<file path="config.mk">
export PLATFORM = sky130hd
export DESIGN_NAME = io_input_ctrl
export DESIGN_NICKNAME = d
export VERILOG_FILES = /design/src/rtl/io_input_ctrl_pkg.sv /design/src/rtl/io_input_ctrl_debouncer.sv /design/src/rtl/io_input_ctrl.sv
export SDC_FILE = /design/constraint.sdc
export NUM_CORES = 1
export LEC_CHECK = 0
export CORE_MARGIN = 1.5
export CORE_UTILIZATION = 43
export CTS_CLUSTER_DIAMETER = 200
export DETAILED_ROUTE_END_ITERATION = 16
export PLACE_DENSITY = 0.73
export SLEW_MARGIN = 20
export SYNTH_ARGS = -nofsm -noshare
export SYNTH_HDL_FRONTEND = slang
export SYNTH_SLANG_ARGS = --single-unit
</file>
<file path="constraint.sdc">
create_clock -name clk -period 2.1 [get_ports clk]
set_clock_uncertainty 0.2 [all_clocks]
set_input_delay 0.42 -clock clk [delete_from_list [all_inputs] [get_ports clk]]
set_output_delay 0.42 -clock clk [all_outputs]
set_load 0.01 [all_outputs]
</file>
<file path="src/rtl/io_input_ctrl_pkg.sv">
// Shared address map, status-word layout and defaults for the pushbutton/switch input block.
package io_input_ctrl_pkg;

    localparam logic [31:0] ADDR_KEY   = 32'hF000_0010;
    localparam logic [31:0] ADDR_SW    = 32'hF000_0014;
    localparam logic [31:0] ADDR_KCTRL = 32'hF000_0110;
    localparam logic [31:0] ADDR_SCTRL = 32'hF000_0114;

    // Bit positions inside a CTRL/status word
    localparam int STAT_RDY = 0;
    localparam int STAT_OVR = 2;

    localparam int DEBOUNCE_CYCLES_DEF = 500000;

    typedef enum logic {
        ST_IDLE  = 1'b0,
        ST_READY = 1'b1
    } stat_state_e;

    // Packs rdy/ovr into the 3-bit status layout; unused bit 1 reads zero.
    function automatic logic [2:0] status_word(input logic rdy, input logic ovr);
        logic [2:0] w;
        w           = '0;
        w[STAT_RDY] = rdy;
        w[STAT_OVR] = ovr;
        return w;
    endfunction

endpackage

</file>
<file path="src/rtl/io_input_ctrl_debouncer.sv">
// Two-flop synchronizer plus group-wide debounce counter for a bundle of raw inputs.
// The debounced value loads the synchronized value once the group has been stable
// for DEBOUNCE_CYCLES cycles, emitting a one-cycle update pulse when it changes.
module io_debouncer #(
    parameter int               WIDTH           = 4,
    parameter int               DEBOUNCE_CYCLES = 500000,
    parameter logic [WIDTH-1:0] RST_VAL         = '0
) (
    input  logic                                     clk,
    input  logic                                     reset,
    input  logic [WIDTH-1:0]                         raw_i,
    output logic [WIDTH-1:0]                         sync_o,
    output logic [$clog2(DEBOUNCE_CYCLES+1)-1:0]     cnt_o,
    output logic [WIDTH-1:0]                         db_o,
    output logic                                     upd_o
);

    localparam int              CW   = $clog2(DEBOUNCE_CYCLES + 1);
    localparam logic [CW-1:0]   CMAX = CW'(DEBOUNCE_CYCLES);

    logic [WIDTH-1:0] s1_q, s2_q, db_q, db_d;
    logic [CW-1:0]    cnt_q, cnt_d;
    logic             chg, upd;

    // Synchronizer, counter and debounced-value registers
    always_ff @(posedge clk) begin
        if (reset) begin
            s1_q  <= RST_VAL;
            s2_q  <= RST_VAL;
            cnt_q <= '0;
            db_q  <= RST_VAL;
        end else begin
            s1_q  <= raw_i;
            s2_q  <= s1_q;
            cnt_q <= cnt_d;
            db_q  <= db_d;
        end
    end

    // A change about to enter the synchronized stage restarts the count; the count
    // otherwise saturates, and the stable value is committed as it reaches the limit.
    always_comb begin
        chg   = (s1_q != s2_q);
        cnt_d = cnt_q;
        db_d  = db_q;
        upd   = 1'b0;
        if (chg) begin
            cnt_d = '0;
        end else if (cnt_q != CMAX) begin
            cnt_d = cnt_q + 1'b1;
        end
        if (!chg && (cnt_q == CMAX - 1'b1) && (s2_q != db_q)) begin
            upd  = 1'b1;
            db_d = s2_q;
        end
    end

    assign sync_o = s2_q;
    assign cnt_o  = cnt_q;
    assign db_o   = db_q;
    assign upd_o  = upd;

endmodule

</file>
<file path="src/rtl/io_input_ctrl.sv">
// Memory-mapped pushbutton (KEY) and slide-switch (SW) input controller with
// per-group ready/overrun status. Loads are zero-latency; side effects land on the next edge.
module io_input_ctrl
    import io_input_ctrl_pkg::*;
#(
    parameter int DBITS           = 32,
    parameter int DEBOUNCE_CYCLES = DEBOUNCE_CYCLES_DEF
) (
    input  logic             clk,
    input  logic             reset,
    input  logic [3:0]       key_raw,
    input  logic [9:0]       sw_raw,
    input  logic [DBITS-1:0] addr,
    input  logic             rd_en,
    input  logic             wrt_en,
    input  logic [DBITS-1:0] wdata,
    output logic [DBITS-1:0] rdata,
    output logic             io_hit
);

    localparam int CW = $clog2(DEBOUNCE_CYCLES + 1);

    logic [3:0]    key_db_raw, key_db, key_sync_unused;
    logic [9:0]    sw_db, sw_sync_unused;
    logic [CW-1:0] key_cnt_unused, sw_cnt_unused;
    logic          key_upd, sw_upd;
    logic          unused_wdata;

    // Keys idle high (released), so their synchronizers reset to all-ones
    io_debouncer #(.WIDTH(4), .DEBOUNCE_CYCLES(DEBOUNCE_CYCLES), .RST_VAL(4'hF)) u_key_db (
        .clk(clk), .reset(reset), .raw_i(key_raw),
        .sync_o(key_sync_unused), .cnt_o(key_cnt_unused), .db_o(key_db_raw), .upd_o(key_upd)
    );

    io_debouncer #(.WIDTH(10), .DEBOUNCE_CYCLES(DEBOUNCE_CYCLES), .RST_VAL(10'h0)) u_sw_db (
        .clk(clk), .reset(reset), .raw_i(sw_raw),
        .sync_o(sw_sync_unused), .cnt_o(sw_cnt_unused), .db_o(sw_db), .upd_o(sw_upd)
    );

    // Software sees 1 = pressed
    assign key_db = ~key_db_raw;

    logic hit_key, hit_sw, hit_kctrl, hit_sctrl;
    assign hit_key   = (addr == DBITS'(ADDR_KEY));
    assign hit_sw    = (addr == DBITS'(ADDR_SW));
    assign hit_kctrl = (addr == DBITS'(ADDR_KCTRL));
    assign hit_sctrl = (addr == DBITS'(ADDR_SCTRL));
    assign io_hit    = hit_key | hit_sw | hit_kctrl | hit_sctrl;

    // Only bit OVR of a CTRL store carries meaning
    assign unused_wdata = ^{wdata[DBITS-1:STAT_OVR+1], wdata[STAT_OVR-1:0]};

    // Group index 0 = KEY, 1 = SW
    logic [1:0]  upd, rd_data, clr_ovr;
    assign upd     = {sw_upd, key_upd};
    assign rd_data = {rd_en & hit_sw, rd_en & hit_key};
    assign clr_ovr = {wrt_en & hit_sctrl & ~wdata[STAT_OVR], wrt_en & hit_kctrl & ~wdata[STAT_OVR]};

    stat_state_e st_q [2];
    stat_state_e st_d [2];
    logic [1:0]  ovr_q, ovr_d;

    // Status state and overrun flag registers
    always_ff @(posedge clk) begin
        if (reset) begin
            st_q[0] <= ST_IDLE;
            st_q[1] <= ST_IDLE;
            ovr_q   <= '0;
        end else begin
            st_q[0] <= st_d[0];
            st_q[1] <= st_d[1];
            ovr_q   <= ovr_d;
        end
    end

    // Ready/overrun tracking; an update coinciding with a data read is absorbed by
    // that read (stays READY, no overrun). A new overrun wins over a same-cycle clear.
    always_comb begin
        for (int g = 0; g < 2; g++) begin
            st_d[g]  = st_q[g];
            ovr_d[g] = ovr_q[g];
            if (clr_ovr[g]) ovr_d[g] = 1'b0;
            case (st_q[g])
                ST_IDLE: begin
                    if (upd[g]) st_d[g] = ST_READY;
                end
                ST_READY: begin
                    if (upd[g] && !rd_data[g])      ovr_d[g] = 1'b1;
                    else if (rd_data[g] && !upd[g]) st_d[g]  = ST_IDLE;
                end
                default: st_d[g] = ST_IDLE;
            endcase
        end
    end

    // Read mux; all readable state is zero while reset is held
    always_comb begin
        rdata = '0;
        if (!reset) begin
            if (hit_key)        rdata = DBITS'(key_db);
            else if (hit_sw)    rdata = DBITS'(sw_db);
            else if (hit_kctrl) rdata = DBITS'(status_word(st_q[0] == ST_READY, ovr_q[0]));
            else if (hit_sctrl) rdata = DBITS'(status_word(st_q[1] == ST_READY, ovr_q[1]));
        end
    end

endmodule

</file>
==> metrics, run 1 <==
status complete, but fails checks; failing checks setup timing; Layout area overhead 34.1%; Mean Syn Cell Area 8.84 sq um; total number of yosys warnings 0; Core Util, Final 59.2%; register area share after synthesis 41.6%; CORE AREA 9150 sq um; final non-filler cell area 5420 sq um; initial detailed-routing violation count 116; Mapped Area 4040 sq um; gr busiest metal met2; power per cell area 579 nW/um^2; CP Launch Type input port; RSZ-0062 raised after global routing yes; clock tree from TritonCTS yes; static leakage 2.03 nW; clock power share 37.7%; FILL cells 782; fin crit share 121%; Seq pwr share 52.4%; Tmin final 2530 ps; Gate Count Post-Synth 457; clk sinks 84; Crit Path Max Fanout 4; placed instance area 5000 sq um; flops & latches, synth 84; Yosys cell types 42; Pins Over Slew Limit 0; NetSw 794 uW; hold buffer count at CTS 0; CP endpoint kind output port; Total Routing Usage GR 17.5%; post-route setup slack -435 ps; Critical Path RT 1480 ps; EDFF count, synth 0; commonest non-fill, non-tap cells in the layout dfxtp_1 (82), nor2_1 (52), buf_4 (37); WL/cell 13.3 um; drt via density 5.20; max frequency 394 MHz; pin count of the biggest net entering global routing 49; Setup CP Type input port to output port; ANT cells 0; Arrival @ worst endpoint 1910 ps; die width 99.9 um; Min-Delay Path Class flop to flop; Max IR drop VDD 457 uV; CTS H-tree lvls 3; drt first pass iters 4; Routed Wire Length 8.92 mm; Seq. cell area 1680 sq um; GRT overflow 0; Buffers on Ports 61; DR DRC count 0; Die ar. 9980 sq um; number of max-cap violations 0; root buffer cell clkbuf_8; FFs w/ async S/R, synth 0%; top_reg_cell synth dfxtp_1; I/O Pins 115; Rows 35; final setup vio count 18; number of global-route vias before repair 3241; P_int 2.34 mW; multi-input combinational cell area 2450 sq um; ANT nets after route 0; clock latency at the later pin of the worst-skew pair 350 ps; final layout net count 641; leading cell type in the layout, fill and taps excluded dfxtp_1; GR Util met1 22.1%; Comb pwr share 10.0%; layout cells sized above 1 23.6%; antenna violations before repair 0; CTS buffer count 9; pre-CTS WS -1260 ps; global-route wire length before repair 14.3 mm; hpwl dp 6.16 mm; Die Ht 99.9 um; met2 Use GR 29.3%; CTS max path bufs 2; grt met3 use 4.46%; total number of vias 3487; Design Power 3.14 mW; Initial Utilization 44.1%; sw frac 25.3%; Reg clk slew, reported paths 90 ps; Hold Violations, Final 0; GP Congestion 0.805
-- state kept, by name, indices dropped and copies added, names as in the netlist --
register / cells
u_key_db.s1_q: 4
u_key_db.cnt_o: 19
u_sw_db.sync_o: 10
u_sw_db.s1_q: 10
u_key_db.db_o: 4
ovr_q: 2
u_key_db.sync_o: 4
st_q: 2
u_sw_db.cnt_o: 19
u_sw_db.db_o: 10
-- through the flow --
| stage | hold slack (ps) | cells | TNS [ps] |
|---|---|---|---|
| after detailed placement | 261 | 650 | -19130 |
| after CTS | 272 | 670 | -3660 |
| after floorplan | 230 | 478 | -1090 |
| final | 277 | 671 | -3720 |
| after global placement | 252 | 650 | -18590 |
| after global routing | 289 | 671 | -5140 |
-- final cells by class --
cell class,instances,share of cell area [%]
clock buffers,9,2.29
clock inverters,7,1.50
inverters,9,0.624
multi-input cells,345,45.3
flip-flops and latches,84,31.1
well taps,111,2.56
repair buffers,106,16.7
-- what timing repair did --
item	in CTS	in global routing
endpoints found under the setup margin	14	24
cloned	0	1
buffers inserted	4	2
gates resized for setup	161	46
pin swaps	18	27
-- cell families after synthesis --
kind of cell / after synthesis / share of synthesized area [%]
adder cells (fa/ha/maj): 4 / 1.24
multiplexers: 4 / 0.991
flip-flops: 84 / 41.6
XOR/XNOR: 61 / 13.2
AND/OR/NAND/NOR: 216 / 29.8
buffers and inverters: 49 / 7.00
AO/OA/AOI/OAI: 38 / 5.98
other: 1 / 0.0928
-- Yosys cell counts, types with 9 or more instances --
cell type  number  share of area [%]
dfxtp_1        84                 42
nor2_1         53                4.9
xnor2_1        33                7.2
xor2_1         28                6.1
nand4_1        27                4.2
nand2_1        24                2.2
buf_4          22                4.1
a21oi_1        20                2.5
nor2b_1        20                3.1
nand3_1        16                2.0
clkbuf_1       15                1.4
nor4_1         15                2.3
o31ai_1        11                2.0
nor3_1          9                1.1
or2_1           9                1.4
-- worst max-delay path: stages --
cell and delay, ps:
buf_6 100, nor4b_4 270, nand4_1 180, or2_4 290, nor4_4 180, buf_4 180, buf_6 80, and2_4 120
buf_6 90
-- power groups by stage --
stage / registers (mW) / clock network (mW) / logic, mW
after floorplan: 1.67 / 0 / 0.161
after detailed placement: 1.68 / 0 / 0.296
after CTS: 1.64 / 1.20 / 0.287
after global routing: 1.65 / 1.27 / 0.339
final: 1.64 / 1.18 / 0.312
after global placement: 1.68 / 0 / 0.291
-- routing by layer --
metal	vias up	share of wire (%)
met4	0	1.2
li1	1737	-
met1	1644	44
met2	94	49
met5	-	0
met3	12	5.5
-- final timing paths --
| kind | from | to | slack [ps] | cells after the start |
|---|---|---|---|---|
| min | u_sw_db.s1_q[2]$_SDFF_PP0_ | u_sw_db.sync_o[2]$_SDFF_PP0_ | 280 | 1 |
| max | addr[26] | rdata[5] | -430 | 9 |
| min reg2reg | u_sw_db.s1_q[2]$_SDFF_PP0_ | u_sw_db.sync_o[2]$_SDFF_PP0_ | 280 | 1 |
| max reg2reg | u_sw_db.cnt_o[12]$_SDFFE_PP0P_ | u_sw_db.db_o[5]$_SDFFE_PP0P_ | -70 | 6 |
No activity file was read; power rests on OpenSTA's default activity.
==> run 2, diff against run 1 <==
- SLEW_MARGIN: 20 -> 40
==> results of run 2 <==
The final DEF is identical to that of run 1; final timing and power are the same.
==> run 3, diff against run 2 <==
- CORE_UTILIZATION: 43 -> 44
- CTS_CLUSTER_DIAMETER: 200 -> 60
- SLEW_MARGIN: 40 -> 20
- SYNTH_HIERARCHICAL: not set -> 1
==> run 3 against run 2 <==
The run still ends with setup timing left. Critical path depth down 1. Final area is 1.7% higher. Clock-buffer cell count increased by 1. Critical path type unchanged. Largest cell class unchanged. Highest routed layer unchanged.
==> metrics, run 3 <==
Total Routing Usage GR 17.4%; Synth area leader dfxtp_1; most numerous cell in the Yosys netlist dfxtp_1; Mapped Area 4420 sq um; die width 103 um; CTS max path bufs 2; DR DRC count 0; post-synth top area share 38.0%; Worst path max stage delay 310 ps; CP Launch Type input port; placed instance area 5300 sq um; Mean Syn Cell Area 9.70 sq um; TNS Setup -2140 ps; Die ar. 10700 sq um; root buffer cell clkbuf_8; FFs w/ async S/R, synth 0%; CP endpoint kind output port; Core Util, Final 56.4%; max frequency 422 MHz; drt first pass iters 4; fin crit share 113%; CTS H-tree lvls 3; hpwl dp 6.54 mm; CTS buffer count 9; cell mode on critical path buf_6; register area share after synthesis 38.0%; total number of yosys warnings 6; WL/cell 13.0 um; GRT overflow 0; Comb pwr share 9.7%; initial detailed-routing violation count 146; EDFF count, synth 0; Reg clk slew, reported paths 80 ps; Yosys cell types 59; Pins Over Slew Limit 0; Layout area overhead 24.6%; global-route wire length before repair 14.5 mm; cell with the largest stage delay on the worst path nor4b_4; final setup vio count 10; failing checks setup timing; top_reg_cell synth dfxtp_1; final non-filler cell area 5510 sq um; flops & latches, synth 84; layout cells sized above 1 29.1%; Setup CP Type input port to output port; clock power share 37.5%; Die Ht 103 um; hold-critical path depth 3; status complete, but fails checks; Initial Utilization 45.2%; dpl cells 670; leading cell type in the layout, fill and taps excluded dfxtp_1; Buffers on Ports 61; total number of vias 3462; GP Congestion 0.799; Design Power 3.11 mW; ANT cells 0; ANT nets after route 0; final hold slack 252 ps; pin count of the biggest net entering global routing 51; drt via density 5.02; Seq pwr share 52.8%; Tmin final 2370 ps; NetSw 756 uW; static leakage 2.13 nW; Max IR drop VDD 386 uV; final layout net count 639; commonest non-fill, non-tap cells in the layout dfxtp_1 (83), nor2_1 (46), xor2_1 (41); fin cells 690; number of global-route vias before repair 3266; Hold Violations, Final 0; P_int 2.35 mW; critical path, cell by cell buf_6 > nor4b_4 > nand4_4 > nor4b_4 > buf_4 > buf_6 > and2_4 > buf_6; CORE AREA 9770 sq um; antenna violations before repair 0; Crit Path Max Fanout 5; clk sinks 84; synth cell count leaders dfxtp_1 (84), nor2_1 (48), xor2_1 (41); pre-CTS WS -1030 ps; power per cell area 564 nW/um^2; number of max-cap violations 0; Arrival @ worst endpoint 1750 ps; sw frac 24.3%; I/O Pins 115; slew margin rel. 66.9%; Gate Count Post-Synth 456; hold buffer count at CTS 0; Min-Delay Path Class input port to flop; RSZ-0062 raised after global routing yes; Critical Path RT 1480 ps; clock tree from TritonCTS yes; R2R depth 6; post-route setup slack -271 ps; Slew @ Worst Pin 492 ps; clock latency at the later pin of the worst-skew pair 360 ps; Routed Wire Length 9.00 mm; top post-synthesis cells by area dfxtp_1 (38%), xor2_1 (8.1%), nor2_1 (4.1%); Rows 36
run 3: worst paths after layout:
kind                                                     from  slack, ps                             to
worst max register to register  u_sw_db/cnt_o[0]$_SDFFE_PP0P_        110   u_sw_db/db_o[0]$_SDFFE_PP0P_
worst max-delay path                                  addr[6]       -270                       rdata[7]
worst min-delay path                                    reset        250          st_q[0][1]$_SDFF_PP0_
worst min register to register    u_key_db/s1_q[0]$_SDFF_PP1_        280  u_key_db/sync_o[0]$_SDFF_PP1_
run 3: layout make-up:
cell class	count	area, sq um
clock buffer	10	138
clock inverter	5	61.3
fill	881	4260
inverter	12	45.0
multi-input combinational	341	2550
sequential	84	1680
tap	133	166
timing repair buffer	105	865
run 3: kinds of logic (layout without fill, tap and decap cells):
kind of cell | after synthesis | count (layout) | synth area share (%)
other | 1 | 22 | 0.0848
buffers and inverters | 52 | 132 | 7.02
muxes | 8 | 8 | 2.38
AOI/OAI and AO/OA | 42 | 42 | 7.19
xor gates and xnor gates | 55 | 55 | 10.9
DFF | 84 | 84 | 38.0
and+or+nand+nor | 210 | 210 | 33.3
adders and majority gates | 4 | 4 | 1.13
run 3: routing by layer:
metal	track usage (%)	wire, um	up-vias
li1	-	-	1742
met1	22.2	4120	1626
met2	28.2	4240	84
met3	4.37	486	10
met4	7.59	156	0
met5	0	0	-
run 3: timing repair:
item                       4_1_cts  5_1_grt
pin swaps                       16        5
setup endpoints to repair       11       24
gates resized for setup        163       10
setup buffers                    4        1
run 3: power by group through the flow:
| stage | registers, mW | logic, mW | clock network (mW) |
|---|---|---|---|
| 2_1_floorplan | 1.67 | 0.181 | 0 |
| 3_3_place_gp | 1.68 | 0.305 | 0 |
| 3_5_place_dp | 1.68 | 0.311 | 0 |
| 4_1_cts | 1.64 | 0.298 | 1.19 |
| 5_1_grt | 1.65 | 0.327 | 1.26 |
| 6_report | 1.64 | 0.302 | 1.16 |
run 3: worst max-delay path, delay by kind of cell:
kind | cells | cell delay, ps
AND/OR/NAND/NOR | 4 | 890
buffers and inverters | 4 | 440
